[config.mk]
export PLATFORM = sky130hd
export DESIGN_NAME = uart_cfg
export DESIGN_NICKNAME = d
export VERILOG_FILES = /design/src/rtl/uart_cfg_pkg.sv /design/src/rtl/uart_cfg_fifo.sv /design/src/rtl/uart_cfg.sv
export SDC_FILE = /design/constraint.sdc
export NUM_CORES = 1
export LEC_CHECK = 0
export CAP_MARGIN = 20
export CORE_MARGIN = 2
export CORE_UTILIZATION = 50
export DETAILED_ROUTE_END_ITERATION = 6
export GPL_ROUTABILITY_DRIVEN = 0
export GPL_TIMING_DRIVEN = 0
export PLACE_DENSITY_LB_ADDON = 0.12
export SKIP_CTS_REPAIR_TIMING = 1
export SYNTH_ARGS = -nofsm -noshare
export SYNTH_HDL_FRONTEND = slang
export SYNTH_SLANG_ARGS = --single-unit
[constraint.sdc]
create_clock -name clk -period 7.5 [get_ports clk]
set_input_delay 1.125 -clock clk [delete_from_list [all_inputs] [get_ports clk]]
set_output_delay 1.125 -clock clk [all_outputs]
set_load 0.005 [all_outputs]
[src/rtl/uart_cfg_pkg.sv]
// Shared constants and FSM state encodings for the configurable UART.
package uart_cfg_pkg;

  localparam int unsigned OVERSAMPLE = 16;

  localparam logic [4:0] TickMid   = 5'(OVERSAMPLE / 2 - 1);
  localparam logic [4:0] TickLast  = 5'(OVERSAMPLE - 1);
  localparam logic [4:0] TickLast2 = 5'(2 * OVERSAMPLE - 1);

  typedef enum logic [2:0] {
    RxIdle,
    RxStart,
    RxData,
    RxParity,
    RxStop
  } rx_state_e;

  typedef enum logic [2:0] {
    TxIdle,
    TxStart,
    TxData,
    TxParity,
    TxStop
  } tx_state_e;

  // Last tick index of the whole stop period on the TX side.
  function automatic logic [4:0] stop_last(input logic two_stop);
    return two_stop ? TickLast2 : TickLast;
  endfunction

endpackage

[src/rtl/uart_cfg_fifo.sv]
// First-word-fall-through FIFO, 2^AW words deep; memory is not cleared by reset.
module uart_cfg_fifo #(
  parameter int unsigned DW = 8,
  parameter int unsigned AW = 4
) (
  input  logic          clk,
  input  logic          reset,
  input  logic          rd,
  input  logic          wr,
  input  logic [DW-1:0] w_data,
  output logic          empty,
  output logic          full,
  output logic [DW-1:0] r_data
);

  localparam int unsigned DEPTH = 1 << AW;

  logic [DW-1:0] mem [DEPTH];
  logic [AW:0]   wptr_q, rptr_q;
  logic          wr_en, rd_en;

  assign empty  = (wptr_q == rptr_q);
  assign full   = (wptr_q[AW] != rptr_q[AW]) && (wptr_q[AW-1:0] == rptr_q[AW-1:0]);
  // A read frees a slot in the same cycle, so a write while full still lands.
  assign wr_en  = wr && (!full || rd);
  assign rd_en  = rd && !empty;
  assign r_data = mem[rptr_q[AW-1:0]];

  always_ff @(posedge clk) begin
    if (wr_en) begin
      mem[wptr_q[AW-1:0]] <= w_data;
    end
  end

  always_ff @(posedge clk or posedge reset) begin
    if (reset) begin
      wptr_q <= '0;
      rptr_q <= '0;
    end else begin
      if (wr_en) wptr_q <= wptr_q + 1'b1;
      if (rd_en) rptr_q <= rptr_q + 1'b1;
    end
  end

endmodule

[src/rtl/uart_cfg.sv]
// UART with runtime baud divisor, optional parity and 1/2 stop bits;
// 16x oversampled RX and TX, each backed by a FWFT FIFO.
module uart_cfg
  import uart_cfg_pkg::*;
#(
  parameter int unsigned DBIT   = 8,
  parameter int unsigned FIFO_W = 4,
  parameter int unsigned DVSR_W = 16
) (
  input  logic              clk,
  input  logic              reset,
  input  logic              rx,
  input  logic              rd_uart,
  input  logic              wr_uart,
  input  logic [DBIT-1:0]   w_data,
  input  logic [DVSR_W-1:0] dvsr,
  input  logic              parity_en,
  input  logic              parity_odd,
  input  logic              stop2,
  input  logic              clr_err,
  output logic              tx,
  output logic              tx_full,
  output logic              rx_empty,
  output logic              rx_full,
  output logic [DBIT-1:0]   r_data,
  output logic              parity_err,
  output logic              frame_err,
  output logic              overrun_err
);

  // Baud tick generator
  logic [DVSR_W-1:0] cnt_q, dvsr_eff;
  logic              tick;

  assign dvsr_eff = (dvsr == '0) ? DVSR_W'(1) : dvsr;
  assign tick     = (cnt_q == dvsr_eff - DVSR_W'(1));

  // Using >= lets a shrinking divisor wrap the counter immediately.
  always_ff @(posedge clk or posedge reset) begin
    if (reset) begin
      cnt_q <= '0;
    end else if (cnt_q >= dvsr_eff - DVSR_W'(1)) begin
      cnt_q <= '0;
    end else begin
      cnt_q <= cnt_q + DVSR_W'(1);
    end
  end

  // Receiver
  rx_state_e       rx_state_q;
  logic [1:0]      rx_sync_q;
  logic            rx_in;
  logic [4:0]      rx_s_q;
  logic [2:0]      rx_n_q;
  logic [DBIT-1:0] rx_b_q, rx_word_q;
  logic            rx_pbit_q, rx_pen_q, rx_odd_q, rx_stop2_q;
  logic            rx_second_q, rx_stop_bad_q;
  logic            rx_push_q, rx_perr_q, rx_ferr_q;

  assign rx_in = rx_sync_q[1];

  always_ff @(posedge clk or posedge reset) begin
    if (reset) begin
      rx_sync_q     <= 2'b11;
      rx_state_q    <= RxIdle;
      rx_s_q        <= '0;
      rx_n_q        <= '0;
      rx_b_q        <= '0;
      rx_word_q     <= '0;
      rx_pbit_q     <= 1'b0;
      rx_pen_q      <= 1'b0;
      rx_odd_q      <= 1'b0;
      rx_stop2_q    <= 1'b0;
      rx_second_q   <= 1'b0;
      rx_stop_bad_q <= 1'b0;
      rx_push_q     <= 1'b0;
      rx_perr_q     <= 1'b0;
      rx_ferr_q     <= 1'b0;
    end else begin
      rx_sync_q <= {rx_sync_q[0], rx};
      rx_push_q <= 1'b0;
      unique case (rx_state_q)
        RxIdle: begin
          if (!rx_in) begin
            rx_state_q  <= RxStart;
            rx_s_q      <= '0;
            rx_pen_q    <= parity_en;
            rx_odd_q    <= parity_odd;
            rx_stop2_q  <= stop2;
            rx_second_q <= 1'b0;
          end
        end
        RxStart: begin
          if (tick) begin
            if (rx_s_q == TickMid) begin
              if (rx_in) begin
                rx_state_q <= RxIdle;
              end else begin
                rx_state_q <= RxData;
                rx_s_q     <= '0;
                rx_n_q     <= '0;
              end
            end else begin
              rx_s_q <= rx_s_q + 5'd1;
            end
          end
        end
        RxData: begin
          if (tick) begin
            if (rx_s_q == TickLast) begin
              rx_s_q <= '0;
              rx_b_q <= {rx_in, rx_b_q[DBIT-1:1]};
              if (rx_n_q == 3'(DBIT - 1)) begin
                rx_state_q <= rx_pen_q ? RxParity : RxStop;
              end else begin
                rx_n_q <= rx_n_q + 3'd1;
              end
            end else begin
              rx_s_q <= rx_s_q + 5'd1;
            end
          end
        end
        RxParity: begin
          if (tick) begin
            if (rx_s_q == TickLast) begin
              rx_s_q     <= '0;
              rx_pbit_q  <= rx_in;
              rx_state_q <= RxStop;
            end else begin
              rx_s_q <= rx_s_q + 5'd1;
            end
          end
        end
        RxStop: begin
          if (tick) begin
            if (rx_s_q == TickLast) begin
              // Only the first stop bit is checked; the second one is just waited out.
              if (rx_stop2_q && !rx_second_q) begin
                rx_second_q   <= 1'b1;
                rx_s_q        <= '0;
                rx_stop_bad_q <= !rx_in;
              end else begin
                rx_state_q <= RxIdle;
                rx_push_q  <= 1'b1;
                rx_word_q  <= rx_b_q;
                rx_perr_q  <= rx_pen_q & (^rx_b_q ^ rx_pbit_q ^ rx_odd_q);
                rx_ferr_q  <= rx_second_q ? rx_stop_bad_q : !rx_in;
              end
            end else begin
              rx_s_q <= rx_s_q + 5'd1;
            end
          end
        end
        default: rx_state_q <= RxIdle;
      endcase
    end
  end

  // Sticky error flags; a new error wins over a simultaneous clear.
  always_ff @(posedge clk or posedge reset) begin
    if (reset) begin
      parity_err  <= 1'b0;
      frame_err   <= 1'b0;
      overrun_err <= 1'b0;
    end else begin
      parity_err  <= (parity_err & ~clr_err) | (rx_push_q & rx_perr_q);
      frame_err   <= (frame_err & ~clr_err) | (rx_push_q & rx_ferr_q);
      overrun_err <= (overrun_err & ~clr_err) | (rx_push_q & rx_full & ~rd_uart);
    end
  end

  uart_cfg_fifo #(
    .DW(DBIT),
    .AW(FIFO_W)
  ) u_rx_fifo (
    .clk   (clk),
    .reset (reset),
    .rd    (rd_uart),
    .wr    (rx_push_q),
    .w_data(rx_word_q),
    .empty (rx_empty),
    .full  (rx_full),
    .r_data(r_data)
  );

  // Transmitter
  tx_state_e       tx_state_q;
  logic [4:0]      tx_s_q;
  logic [2:0]      tx_n_q;
  logic [DBIT-1:0] tx_b_q, tx_head;
  logic            tx_par_q, tx_pen_q, tx_stop2_q;
  logic            tx_empty, tx_pop;

  // Pop is combinational so the FIFO is already advanced when TX re-enters idle.
  assign tx_pop = (tx_state_q == TxStop) && tick && (tx_s_q == stop_last(tx_stop2_q));

  always_ff @(posedge clk or posedge reset) begin
    if (reset) begin
      tx_state_q <= TxIdle;
      tx           <= 1'b1;
      tx_s_q     <= '0;
      tx_n_q     <= '0;
      tx_b_q     <= '0;
      tx_par_q   <= 1'b0;
      tx_pen_q   <= 1'b0;
      tx_stop2_q <= 1'b0;
    end else begin
      unique case (tx_state_q)
        TxIdle: begin
          tx <= 1'b1;
          if (!tx_empty) begin
            tx_state_q <= TxStart;
            tx         <= 1'b0;
            tx_s_q     <= '0;
            tx_b_q     <= tx_head;
            tx_par_q   <= ^tx_head ^ parity_odd;
            tx_pen_q   <= parity_en;
            tx_stop2_q <= stop2;
          end
        end
        TxStart: begin
          if (tick) begin
            if (tx_s_q == TickLast) begin
              tx_state_q <= TxData;
              tx_s_q     <= '0;
              tx_n_q     <= '0;
              tx         <= tx_b_q[0];
            end else begin
              tx_s_q <= tx_s_q + 5'd1;
            end
          end
        end
        TxData: begin
          if (tick) begin
            if (tx_s_q == TickLast) begin
              tx_s_q <= '0;
              if (tx_n_q == 3'(DBIT - 1)) begin
                tx_state_q <= tx_pen_q ? TxParity : TxStop;
                tx         <= tx_pen_q ? tx_par_q : 1'b1;
              end else begin
                tx_n_q <= tx_n_q + 3'd1;
                tx_b_q <= {1'b0, tx_b_q[DBIT-1:1]};
                tx     <= tx_b_q[1];
              end
            end else begin
              tx_s_q <= tx_s_q + 5'd1;
            end
          end
        end
        TxParity: begin
          if (tick) begin
            if (tx_s_q == TickLast) begin
              tx_s_q     <= '0;
              tx_state_q <= TxStop;
              tx         <= 1'b1;
            end else begin
              tx_s_q <= tx_s_q + 5'd1;
            end
          end
        end
        TxStop: begin
          if (tick) begin
            if (tx_pop) begin
              tx_state_q <= TxIdle;
            end else begin
              tx_s_q <= tx_s_q + 5'd1;
            end
          end
        end
        default: tx_state_q <= TxIdle;
      endcase
    end
  end

  uart_cfg_fifo #(
    .DW(DBIT),
    .AW(FIFO_W)
  ) u_tx_fifo (
    .clk   (clk),
    .reset (reset),
    .rd    (tx_pop),
    .wr    (wr_uart),
    .w_data(w_data),
    .empty (tx_empty),
    .full  (tx_full),
    .r_data(tx_head)
  );

endmodule

==> metrics.json <==
{
  "syn_area_um2": 15600,
  "layout.cells.most_common": "sky130_fd_sc_hd__edfxtp_1",
  "fraction_of_the_mapped_netlist_area_in_compound_gates_pct": 4.28,
  "io_pins": 48,
  "xor_xnor_share_of_the_synthesized_area_pct": 4.15,
  "asyncSetResetFlopFracSynth_pct": 28.1,
  "dp_hpwl_um": 20700,
  "syn2layout_area_growth_pct": 14.3,
  "clk_pin_slew_worst_paths_ns": 0.06,
  "mostFrequentLayoutCells": "sky130_fd_sc_hd__edfxtp_1 (256), sky130_fd_sc_hd__dfrtp_1 (97), sky130_fd_sc_hd__mux4_2 (75), sky130_fd_sc_hd__nor2_1 (64), sky130_fd_sc_hd__nand2_1 (59)",
  "ys_ff_latch": 356,
  "final.period_utilization_pct": 94.2,
  "finish.utilization_pct": 58.1,
  "die_area_um2": 32600,
  "detail_route.vias_per_cell": 5.59,
  "hold_violations": 0,
  "die_w_um": 181,
  "largest_family_of_logic_cells_by_synthesized_area": "multiplexers",
  "global_route_met1_utilization_pct": 25.4,
  "post_synth_mux_area_share_pct": 13.2,
  "die_y_um": 181,
  "grt_util_met3_pct": 2.45,
  "crit_path_end": "u_tx_fifo.mem[13][2]",
  "tritoncts": "yes",
  "period_minus_slack_ns": 7.06,
  "globalRouteTotalUtil_pct": 19.1,
  "drt_wl_total_um": 30200,
  "synth_top_flop_cell": "sky130_fd_sc_hd__edfxtp_1",
  "ys.warnings.count": 0,
  "power.ir.vdd_worst_uv": 191,
  "power_leakage_nw": 6.70,
  "postRouteAntennaNets": 0,
  "clockBufferDepth": 3,
  "worstSkewPairLatency_ns": 0.51,
  "total_nets_final": 1178,
  "grt_max_degree": 53,
  "floorplan.core_area_um2": 30700,
  "cp.required_ns": 7.62,
  "layout_cells_sized_above_1_pct": 16.8,
  "gr-total-overflow": 0,
  "cellPowerDensity_nw_per_um2": 268,
  "hold_ws_ns": 0.360,
  "finalPower_w": 0.00478,
  "finalSetupTns_ns": 0,
  "worst_r2r_setup_slack_ns": 3.74,
  "critical_path.reg2reg.endpoint": "u_tx_fifo.mem[13][2]",
  "worst-setup-path-type": "in2reg",
  "detailedRoute.firstPassIterationCount": 5,
  "area_share_of_fa_ha_maj_cells_after_synthesis_pct": 3.05,
  "rr_startpoint": "cnt_q[9]",
  "synth_top_area_cell": "sky130_fd_sc_hd__edfxtp_1",
  "worstHoldPathType": "reg2reg",
  "grt_pass1_wl_um": 48800,
  "numPortBuffers": 47,
  "fmax_ghz": 0.142,
  "num_vias": 8546,
  "gr_met2_demand_resource_pct": 32.8,
  "cap_violations": 0,
  "critPathLaunch": "dvsr[6]",
  "ys_seq_area_share_pct": 65.4,
  "largest_cells_by_area_after_synthesis": "sky130_fd_sc_hd__edfxtp_1 (49%), sky130_fd_sc_hd__dfrtp_1 (16%), sky130_fd_sc_hd__mux4_2 (11%), sky130_fd_sc_hd__ha_1 (3.1%), sky130_fd_sc_hd__xnor2_1 (2.9%)",
  "effective_utilization_at_floorplan_pct": 50.8,
  "worstMarginPinSlew_ns": 0.965,
  "htree_num_levels": 2,
  "timing.critical_path.arrival_ns": 7.19,
  "tritoncts.num_buffers": 38,
  "insertedDiodeCount": 0,
  "synth_fp_nets": 1083,
  "reg2regPathDepth": 10,
  "clock_sink_count": 356,
  "max_slew_margin_pct": 35.4,
  "cts_root_buf": "sky130_fd_sc_hd__clkbuf_16",
  "layoutNonFillerInstCount": 1530,
  "place.detailed.instances": 1463,
  "grt_pass1_vias": 8762,
  "fp-row-count": 64,
  "cp_max_fo": 9,
  "drc": 0,
  "timing.critical_path.to_type": "register",
  "filler_cell_count": 2384,
  "setup.worst_path.start_class": "input pin",
  "final_worst_clock_skew_ns": 0.0143,
  "yosys.area.top_type_share_pct": 49.3,
  "wl_per_cell_um": 19.7,
  "count_of_final_max_slew_check_failures": 0,
  "grt_antenna_before_repair": 0,
  "setup_failing_eps_final": 0,
  "synth_enable_flop_cells": 256,
  "run_status": "finished, final reports clean",
  "grt_setup_unrepaired": "false",
  "synthDistinctLibCells": 54,
  "drt_first_iter_violations": 658,
  "synthesized_instance_count": 1012,
  "postSynthAreaPerCell_um2": 15.4,
  "grt-busiest-layer": "met2",
  "post_synthesis_share_of_cell_area_spent_on_and_or_nand_and_nor_gates_pct": 7.84
}
[metrics by stage]
stage          instance area, um^2  setup slack (ns)
2_1_floorplan                15600              1.35
3_3_place_gp                 16500            -0.564
3_5_place_dp                 16600            -0.211
4_1_cts                      17800             0.299
5_1_grt                      17800            0.0386
6_report                     17800             0.437
[routing by layer]
metal	up-vias	part of all wire [%]
li1	4043	-
met1	4263	43
met2	187	51
met3	53	3.4
met4	0	2.6
met5	-	0
[cell usage after synthesis (3+ instances only)]
cell type                    n
sky130_fd_sc_hd__mux2_2     25
sky130_fd_sc_hd__dfrtp_1    97
sky130_fd_sc_hd__o22ai_1     9
sky130_fd_sc_hd__nor3_1     37
sky130_fd_sc_hd__o21a_1      5
sky130_fd_sc_hd__nor4_1      4
sky130_fd_sc_hd__dfstp_2     3
sky130_fd_sc_hd__nand4_1    13
sky130_fd_sc_hd__nand3_1    24
sky130_fd_sc_hd__clkbuf_1   25
sky130_fd_sc_hd__edfxtp_1  256
sky130_fd_sc_hd__buf_6       3
sky130_fd_sc_hd__or3_1       6
sky130_fd_sc_hd__o31ai_1     4
sky130_fd_sc_hd__a31oi_1     3
sky130_fd_sc_hd__o21ai_0    46
sky130_fd_sc_hd__ha_1       38
sky130_fd_sc_hd__and3_1      3
sky130_fd_sc_hd__a21o_1      6
sky130_fd_sc_hd__a22oi_1     3
sky130_fd_sc_hd__and2_1      3
sky130_fd_sc_hd__nor2_1     65
sky130_fd_sc_hd__nand2_1    59
sky130_fd_sc_hd__nand2b_1   10
sky130_fd_sc_hd__inv_1      30
sky130_fd_sc_hd__buf_1       9
sky130_fd_sc_hd__buf_2       8
sky130_fd_sc_hd__xor2_1     21
sky130_fd_sc_hd__mux4_2     75
sky130_fd_sc_hd__nor2b_1    13
sky130_fd_sc_hd__xnor2_1    51
sky130_fd_sc_hd__a21oi_1    23
sky130_fd_sc_hd__nand3b_1    4
sky130_fd_sc_hd__mux2i_1     8
[power by group]
group	internal (W)	leakage, nW	switching, W
Clock	0.00103	0.582	0.000736
Sequential	0.00226	3.93	0.0000918
Combinational	0.000286	2.18	0.000371
[critical path, stage by stage]
cell                              delay [ns]
sky130_fd_sc_hd__clkdlybuf4s50_1        0.51
sky130_fd_sc_hd__or4_4                  0.59
sky130_fd_sc_hd__or3_4                  0.36
sky130_fd_sc_hd__or4_1                  0.44
sky130_fd_sc_hd__or3_1                  0.37
sky130_fd_sc_hd__nor2_1                 0.11
sky130_fd_sc_hd__nor2_1                 0.07
sky130_fd_sc_hd__ha_1                   0.23
sky130_fd_sc_hd__nand3b_1               0.25
sky130_fd_sc_hd__nor2_1                 0.09
sky130_fd_sc_hd__xnor2_1                0.14
sky130_fd_sc_hd__ha_1                   0.31
sky130_fd_sc_hd__and4_1                 0.20
sky130_fd_sc_hd__nand3_1                0.13
sky130_fd_sc_hd__or3_1                  0.38
sky130_fd_sc_hd__clkbuf_1               0.29
sky130_fd_sc_hd__nor3_1                 0.26
sky130_fd_sc_hd__o31a_1                 0.19
sky130_fd_sc_hd__buf_2                  0.21
sky130_fd_sc_hd__nand2_1                0.16
sky130_fd_sc_hd__nor2_1                 0.77
[sequential cells by signal (all words and copies together), names as in the netlist, 5 cells and up]
register,flops
rx_s_q,5
cnt_q,16
tx_s_q,5
tx_b_q,8
rx_word_q,8
rx_b_q,8
u_rx_fifo.wptr_q,5
u_tx_fifo.rptr_q,5
u_rx_fifo.rptr_q,5
u_rx_fifo.mem,128
u_tx_fifo.wptr_q,5
u_tx_fifo.mem,128
[area by class of cell]
class                      instances  area (um^2)  area share [%]
sequential                       356        10200            57.2
multi-input combinational        580         5070            28.5
clock buffer                      46         1010            5.68
timing repair buffer              55          543            3.05
tap                              396          495            2.78
buffer                            46          216            1.22
clock inverter                    21          166           0.934
inverter                          30          115           0.646
[cells by family after synthesis]
logic type | Yosys count
compound gates | 110
simple gates | 251
mux | 108
buf+inv | 76
xor+xnor | 73
fa+ha+maj | 38
flops | 356
[how the worst min path moves through the flow]
stage                         to         start  slack (ns)  depth (start not counted)
global route        rx_sync_q[1]  rx_sync_q[0]        0.36                          0
CTS                 rx_sync_q[1]  rx_sync_q[0]        0.36                          0
finish              rx_sync_q[1]  rx_sync_q[0]        0.36                          0
floorplan           rx_sync_q[1]  rx_sync_q[0]        0.35                          0
detailed placement  rx_sync_q[1]  rx_sync_q[0]        0.35                          0
global placement    rx_sync_q[1]  rx_sync_q[0]        0.35                          0
Note: power is estimated with default switching activity, not from simulation.
